==> src/rtl/sap_control_sequencer.sv <==
// Microcode sequencer and carry/zero flag register for the 8-bit SAP accumulator machine.
// Optional jump opcodes (JMP/JC/JZ) are enabled by defining SAP_JUMP_EN.
module sap_control_sequencer #(
    parameter bit AUTO_RUN = 1'b0
) (
    input  logic       clk,
    input  logic       rst,
    input  logic       run,
    input  logic [3:0] opcode,
    input  logic       alu_cout,
    input  logic       alu_zero,
    output logic       pc_out,
    output logic       pc_inc,
    output logic       pc_load,
    output logic       mar_in,
    output logic       ram_out,
    output logic       ram_in,
    output logic       ir_in,
    output logic       ir_out,
    output logic       a_in,
    output logic       a_out,
    output logic       b_in,
    output logic       alu_out,
    output logic       alu_sub,
    output logic       flags_in,
    output logic       out_in,
    output logic       halt,
    output logic       carry_flag,
    output logic       zero_flag,
    output logic [2:0] tstate
);

    // state  | meaning
    // IDLE   | stopped, waiting for run (or AUTO_RUN)
    // T0     | fetch 1: PC -> MAR
    // T1     | fetch 2: RAM -> IR, PC++
    // T2..T4 | execute steps, length depends on opcode
    // HALT   | HLT executed, held until reset
    typedef enum logic [2:0] {
        S_IDLE = 3'd0,
        S_T0   = 3'd1,
        S_T1   = 3'd2,
        S_T2   = 3'd3,
        S_T3   = 3'd4,
        S_T4   = 3'd5,
        S_HALT = 3'd6
    } state_t;

    localparam logic [3:0] OP_LDA = 4'h0;
    localparam logic [3:0] OP_ADD = 4'h1;
    localparam logic [3:0] OP_SUB = 4'h2;
    localparam logic [3:0] OP_STA = 4'h4;
    localparam logic [3:0] OP_LDI = 4'h5;
    localparam logic [3:0] OP_OUT = 4'hE;
    localparam logic [3:0] OP_HLT = 4'hF;
`ifdef SAP_JUMP_EN
    localparam logic [3:0] OP_JMP = 4'h6;
    localparam logic [3:0] OP_JC  = 4'h7;
    localparam logic [3:0] OP_JZ  = 4'h8;
    logic pc_load_c;
`endif

    state_t state, state_nxt;
    logic   instr_end;

    always_ff @(posedge clk or posedge rst) begin
        if (rst) begin
            state <= S_IDLE;
        end else begin
            state <= state_nxt;
        end
    end

    always_comb begin
        state_nxt = state;
        instr_end = 1'b0;
        pc_out    = 1'b0;
        pc_inc    = 1'b0;
        mar_in    = 1'b0;
        ram_out   = 1'b0;
        ram_in    = 1'b0;
        ir_in     = 1'b0;
        ir_out    = 1'b0;
        a_in      = 1'b0;
        a_out     = 1'b0;
        b_in      = 1'b0;
        alu_out   = 1'b0;
        alu_sub   = 1'b0;
        flags_in  = 1'b0;
        out_in    = 1'b0;
        halt      = 1'b0;
`ifdef SAP_JUMP_EN
        pc_load_c = 1'b0;
`endif
        case (state)
            S_IDLE: begin
                if (run || AUTO_RUN) state_nxt = S_T0;
            end
            S_T0: begin
                pc_out    = 1'b1;
                mar_in    = 1'b1;
                state_nxt = S_T1;
            end
            S_T1: begin
                ram_out   = 1'b1;
                ir_in     = 1'b1;
                pc_inc    = 1'b1;
                state_nxt = S_T2;
            end
            S_T2: begin
                state_nxt = S_T3;
                case (opcode)
                    OP_LDA, OP_ADD, OP_SUB, OP_STA: begin
                        ir_out = 1'b1;
                        mar_in = 1'b1;
                    end
                    OP_LDI: begin
                        ir_out    = 1'b1;
                        a_in      = 1'b1;
                        instr_end = 1'b1;
                    end
                    OP_OUT: begin
                        a_out     = 1'b1;
                        out_in    = 1'b1;
                        instr_end = 1'b1;
                    end
                    OP_HLT: state_nxt = S_HALT;
`ifdef SAP_JUMP_EN
                    // flags were latched before T2, so the branch decision is stable here
                    OP_JMP, OP_JC, OP_JZ: begin
                        if ((opcode == OP_JMP) ||
                            (opcode == OP_JC && carry_flag) ||
                            (opcode == OP_JZ && zero_flag)) begin
                            ir_out    = 1'b1;
                            pc_load_c = 1'b1;
                        end
                        instr_end = 1'b1;
                    end
`endif
                    default: instr_end = 1'b1;
                endcase
            end
            S_T3: begin
                state_nxt = S_T4;
                case (opcode)
                    OP_LDA: begin
                        ram_out   = 1'b1;
                        a_in      = 1'b1;
                        instr_end = 1'b1;
                    end
                    OP_ADD, OP_SUB: begin
                        ram_out = 1'b1;
                        b_in    = 1'b1;
                    end
                    OP_STA: begin
                        a_out     = 1'b1;
                        ram_in    = 1'b1;
                        instr_end = 1'b1;
                    end
                    default: instr_end = 1'b1;
                endcase
            end
            S_T4: begin
                if (opcode == OP_ADD || opcode == OP_SUB) begin
                    alu_out  = 1'b1;
                    a_in     = 1'b1;
                    flags_in = 1'b1;
                    alu_sub  = (opcode == OP_SUB);
                end
                instr_end = 1'b1;
            end
            S_HALT: halt = 1'b1;
            default: state_nxt = S_IDLE;
        endcase
        // run is only honoured at instruction boundaries
        if (instr_end) state_nxt = run ? S_T0 : S_IDLE;
    end

`ifdef SAP_JUMP_EN
    assign pc_load = pc_load_c;
`else
    assign pc_load = 1'b0;
`endif

    always_ff @(posedge clk or posedge rst) begin
        if (rst) begin
            carry_flag <= 1'b0;
            zero_flag  <= 1'b0;
        end else if (flags_in) begin
            carry_flag <= alu_cout;
            zero_flag  <= alu_zero;
        end
    end

    assign tstate = state;

endmodule

==> config.mk <==
export PLATFORM = sky130hd
export DESIGN_NAME = sap_control_sequencer
export DESIGN_NICKNAME = d
export VERILOG_FILES = /design/src/rtl/sap_control_sequencer.sv
export SDC_FILE = /design/constraint.sdc
export NUM_CORES = 1
export LEC_CHECK = 0
export CAP_MARGIN = 20
export CORE_AREA = 4 4 43 45
export CTS_BUF_LIST = sky130_fd_sc_hd__clkbuf_8
export CTS_CLUSTER_SIZE = 40
export DETAILED_ROUTE_END_ITERATION = 16
export DIE_AREA = 0 0 47 49
export PLACE_DENSITY_LB_ADDON = 0.2
export SETUP_SLACK_MARGIN = 0.3
export SLEW_MARGIN = 40
export SYNTH_ARGS = -nofsm -noshare
export SYNTH_HDL_FRONTEND = slang
export SYNTH_SLANG_ARGS = --single-unit
==> constraint.sdc <==
create_clock -name clk -period 1.9 [get_ports clk]
set_input_delay 0.38 -clock clk [delete_from_list [all_inputs] [get_ports clk]]
set_output_delay 0.38 -clock clk [all_outputs]
set_load 0.05 [all_outputs]
======== After elaboration in Yosys (flattened, before gate mapping) ========
Cells that the tools add are included.
word-level totals
  register bits after elaboration ......... 5
  logic and storage cells ................. 58
cells by class
  equal/unequal tests ..................... 14
  mux-type cells .......................... 31
  reduce and logical (&&, ||, !) cells .... 10
operators by type and width
  cell                                            number
  two-way mux 1 bit                               22
  one-hot mux 3 bit (6 select lines)              1
  OR reduction 5 bit                              2
  == test 3 bit (second input constant)           3
  == test 4 x 3 -> 1 bit (second input constant)  2
  == test 4 bit (second input constant)           2
  == test 3 x 2 -> 1 bit (second input constant)  2
  two-way mux 3 bit                               2
  one-hot mux 1 bit (2 select lines)              3
  one-hot mux 1 bit (3 select lines)              2
  == test 4 x 1 -> 1 bit (second input constant)  1
  == test 4 x 2 -> 1 bit (second input constant)  1
  zero test 4 bit                                 1
  OR reduction 2 bit                              2
  OR reduction 4 bit                              1
  == test 3 x 1 -> 1 bit (second input constant)  1
  zero test 3 bit                                 1
  != test 3 bit (second input constant)           1
  OR reduction 3 bit                              1
  two-way mux 2 bit                               1
  != test 2 x 1 -> 1 bit (second input constant)  1
  AND reduction 2 bit                             1
  logical OR 1 bit                                1

======== Depth between registers and ports, before layout ========
  word-level depth ........................ 6
  mapped depth ............................ 4
  depth with buffers taken out ............ 3

======== Least setup slack after synthesis ========
Ideal clock, no wire load.
  path kind ............................... reg-to-output
  from .................................... reg state[1] (netlist: tstate[1])
  to ...................................... out a_out
  data arrival time ....................... 2.682 ns
  required time ........................... 1.520 ns
  path slack .............................. -1.162 ns
  cell stages (with the launch flop) ...... 5
  path buffers ............................ 1
  cell sequence ........................... dfrtp_1 buf_2 nand3b_1 nor3_1 or2_1
on the way
  cells in the longest elaborated chain, start to end .. 2
  elaborated cells on any way between the ends .. 3
  those cells by class .................... 2 x eq/ne; 1 x mux
RTL lines
  item                                                     line  text
  start: declaration                                       63    state_t state, state_nxt;
  start signal: assignment                                 70    state <= state_nxt;
  == test 3 bit or == test 3 x 2 -> 1 bit (tied branches)  95    case (state)
  one-hot mux 1 bit (2 select lines) *                     95
  end: declaration                                         21    output logic a_out,
Mark *: on every way between the ends. The rest lies on a longest branch, timed or not.

======== Worst setup path after layout ========
Ends and elaborated chain as after synthesis.

==> summary.txt <==
Run status
  – Outcome: finished, violations left
  – Failing checks: setup timing

Yosys
  – Top FF cell, synth: dfrtp_1
  – Yosys top cell by area: dfrtp_1
  – Synth warnings: 0
  – Commonest cells in the netlist: nor2_1 (6), dfrtp_1 (5), buf_6 (4), nand2_1 (4), nand2b_1 (4)
  – Netlist Area Pre-Place: ~560 µm²
  – Top post-synthesis cells by area: dfrtp_1 (22%), buf_6 (8.1%), mux2_4 (5.4%)
  – Count leader, synth: nor2_1
  – Number of flops mapped to enable cells by yosys: 0
  – Cells after Synth: 62
  – Syn avg cell area: 9.02 µm²
  – Yosys top cell area share: 0.224
  – Post-synthesis register bit count: 5
  – Ys async rst share: 1.00
  – Yosys cell types: 33
  – Syn Nets: a little over 70
  – Register area share after synthesis: 0.224

GRT
  – First-pass GRT wire length: between 2000 and 3000 µm
  – Vias in the first global route: 660
  – Grt ovf: 0
  – Total global-route track usage: 0.175
  – Largest net degree at the start of global routing: 11
  – Initial antenna violation count: 0

Critical path
  – Startpoint Class: register
  – Critical-path top delay cell: or3b_4
  – CP Data Required Time: 1.52 ns
  – Crit Path Class: register to output pin
  – Delay-heaviest family, CP: simple AND/OR/NAND/NOR gates
  – Critical path arrival: 1.64 ns
  – Setup crit end kind: output pin
  – Cell Chain, Critical Path: or3b_4 -> nor4_4 -> or2_4 -> buf_12
  – Worst-path maximum fanout: 4
  – CP bufs+invs: 1
  – Max incr delay on CP: about 0.42 ns

Placed design
  – Post-DP HPWL: between 1000 and 1500 µm
  – GP Congestion: ~0.73
  – Cells after DPL: 110
  – Post-DP Area: 0.00110 mm²
  – PortBufs: 28

Die
  – Die footprint: 0.00230 mm²
  – # rows: 14
  – Starting Density: 0.380
  – I/O pin count: 30
  – Core area: 0.00147 mm²
  – Die Span Y: 49 µm
  – Die X: 47 µm

Route
  – WL met2: 1020 µm
  – Post-DRT Antenna Nets: 0
  – Metal-1 WL: 745 µm
  – Vias after detailed routing: between 600 and 700
  – First drt pass iteration count: 4
  – Wirelength per Cell: ~16 µm
  – Post-DR vias/cell: 5.28
  – Uppermost routed layer: met4
  – Remaining DRCs: 0
  – Initial DRC count: 20
  – Final wirelength: 1920 µm
  – Metal3 WL: between 100 and 150 µm

Timing
  – Setup Viol. Count Final: 8
  – Max frequency: 0.494 GHz
  – Setup Skew: 0.00440 ns
  – Min Tclk post-route: 2.02 ns
  – Final Cycle Share: 1.07
  – Final hold slack: 0.351 ns
  – Slack of the critical path: -0.124 ns
  – Fin. max-slew vios: 0
  – Final hold vios: 0
  – RSZ-0062 raised after global routing: yes

Worst hold path
  – Worst hold path class: input pin to asynchronous set/reset pin

Cells and area
  – Fin util: 0.866
  – Layout area overhead: 128%
  – Final Instance Count excl. Fillers: ~120
  – Fin area: 0.00127 mm²
  – Fin nets: 117
  – Share of layout cells above drive strength 1: 0.673
  – Ant diodes: 0

Clock network
  – Num CTS Buffers: 3
  – Skew-Pair Late Insertion Delay: 0.23 ns
  – CTS tree: yes
  – Clock sink count: 5
  – Cts hold-fix bufs: 0
  – Max clock buf depth: 2
  – H-tree depth: 1
  – Clock transition at the registers of the reported paths: around 0.040 ns
  – CTS root buf: clkbuf_8

Power
  – Peak VDD IR: 1310 µV
  – Leak Pwr: 0.549 nW
  – Total chip power: 1.77 mW
  – Power per cell area: 1390 mW/mm²

Job
  – Max Cap Violations: 0
## logic make-up (layout without fill, tap and decap cells)
kind of cell | Yosys count | count (layout) | share of synthesized area
AND/OR/NAND/NOR | 29 | 29 | 0.347
buffers and inverters | 11 | 56 | 0.154
other | 1 | 1 | 0.00670
flip-flops | 5 | 5 | 0.224
XOR/XNOR | 1 | 1 | 0.0291
adder cells (fa/ha/maj) | 1 | 1 | 0.0201
multiplexers | 2 | 2 | 0.0537
AO/OA/AOI/OAI | 12 | 12 | 0.166
## state kept, by name (all words and copies together), names as in the netlist
register and flops:
carry_flag 1, zero_flag 1, tstate 3
## placed cells by master (no fill, tap or decap), types with 2 or more instances in the layout
master           instances
nor2_1                   2
buf_6                    4
clkdlybuf4s50_1          4
nor4_4                   3
buf_8                    3
nand2b_4                 2
clkbuf_8                 3
buf_12                  15
dfrtp_2                  3
nand3b_1                 3
dlygate4sd2_1            3
nand2b_1                 2
or2_4                    2
o21a_1                   2
dfrtp_1                  2
buf_4                   22
mux2_4                   2
nand2_1                  4
nor2_4                   3
inv_1                    2
## report_power, final
part	total (mW)	internal, mW	switching, mW
sequential	0.198	0.161	0.0368
combinational	1.37	0.605	0.769
clock	0.196	0.139	0.0573
total	1.77	0.905	0.863
## layout make-up
| class | count | area (µm²) |
|---|---|---|
| clock inverter | 1 | 3.75 |
| clock buffer | 3 | 41.3 |
| multi-input combinational | 46 | 455 |
| timing repair buffer | 51 | 622 |
| sequential | 5 | 129 |
| fill | 73 | 196 |
| tap | 16 | 20.0 |
| inverter | 1 | 3.75 |
## path summary, 6_finish.rpt
kind	to	slack [ns]	from	cells after the start
worst max register to register	carry_flag	0.14	tstate[0]	6
worst max-delay path	a_out	-0.12	tstate[1]	4
worst min-delay path	zero_flag	0.35	rst	2
max in group asynchronous	tstate[0]	1.36	rst	2
min in group clk	zero_flag	0.51	zero_flag	1
worst min register to register	zero_flag	0.51	zero_flag	1
## metal layers
metal | global-route usage | up-vias
met5 | 0 | -
met4 | 0.0829 | 0
met3 | 0.0369 | 5
met2 | 0.296 | 29
met1 | 0.196 | 313
li1 | - | 303
## stage by stage
| stage | worst slack (ns) | setup TNS, ns |
|---|---|---|
| floorplan | -0.598 | -4.35 |
| global placement | -0.261 | -2.89 |
| detailed placement | -0.298 | -3.32 |
| CTS | -0.128 | -0.484 |
| global route | -0.204 | -1.29 |
| finish | -0.124 | -0.558 |
## what timing repair did
| action | 4_1_cts | 5_1_grt |
|---|---|---|
| pin swaps | 11 | 2 |
| resized for setup | 33 | 4 |
| setup buffers | 4 | 5 |
| gates cloned | 0 | 0 |
| endpoints found under the setup margin | 20 | 17 |
## worst reg2reg max path: cells and delay by family, from the launching register on
family / cells / cell delay (ns)
buf+inv: 3 / 0.46
flops: 1 / 0.35
mux: 1 / 0.29
simple gates: 2 / 0.54
Note: power is estimated with default switching activity, not from simulation.
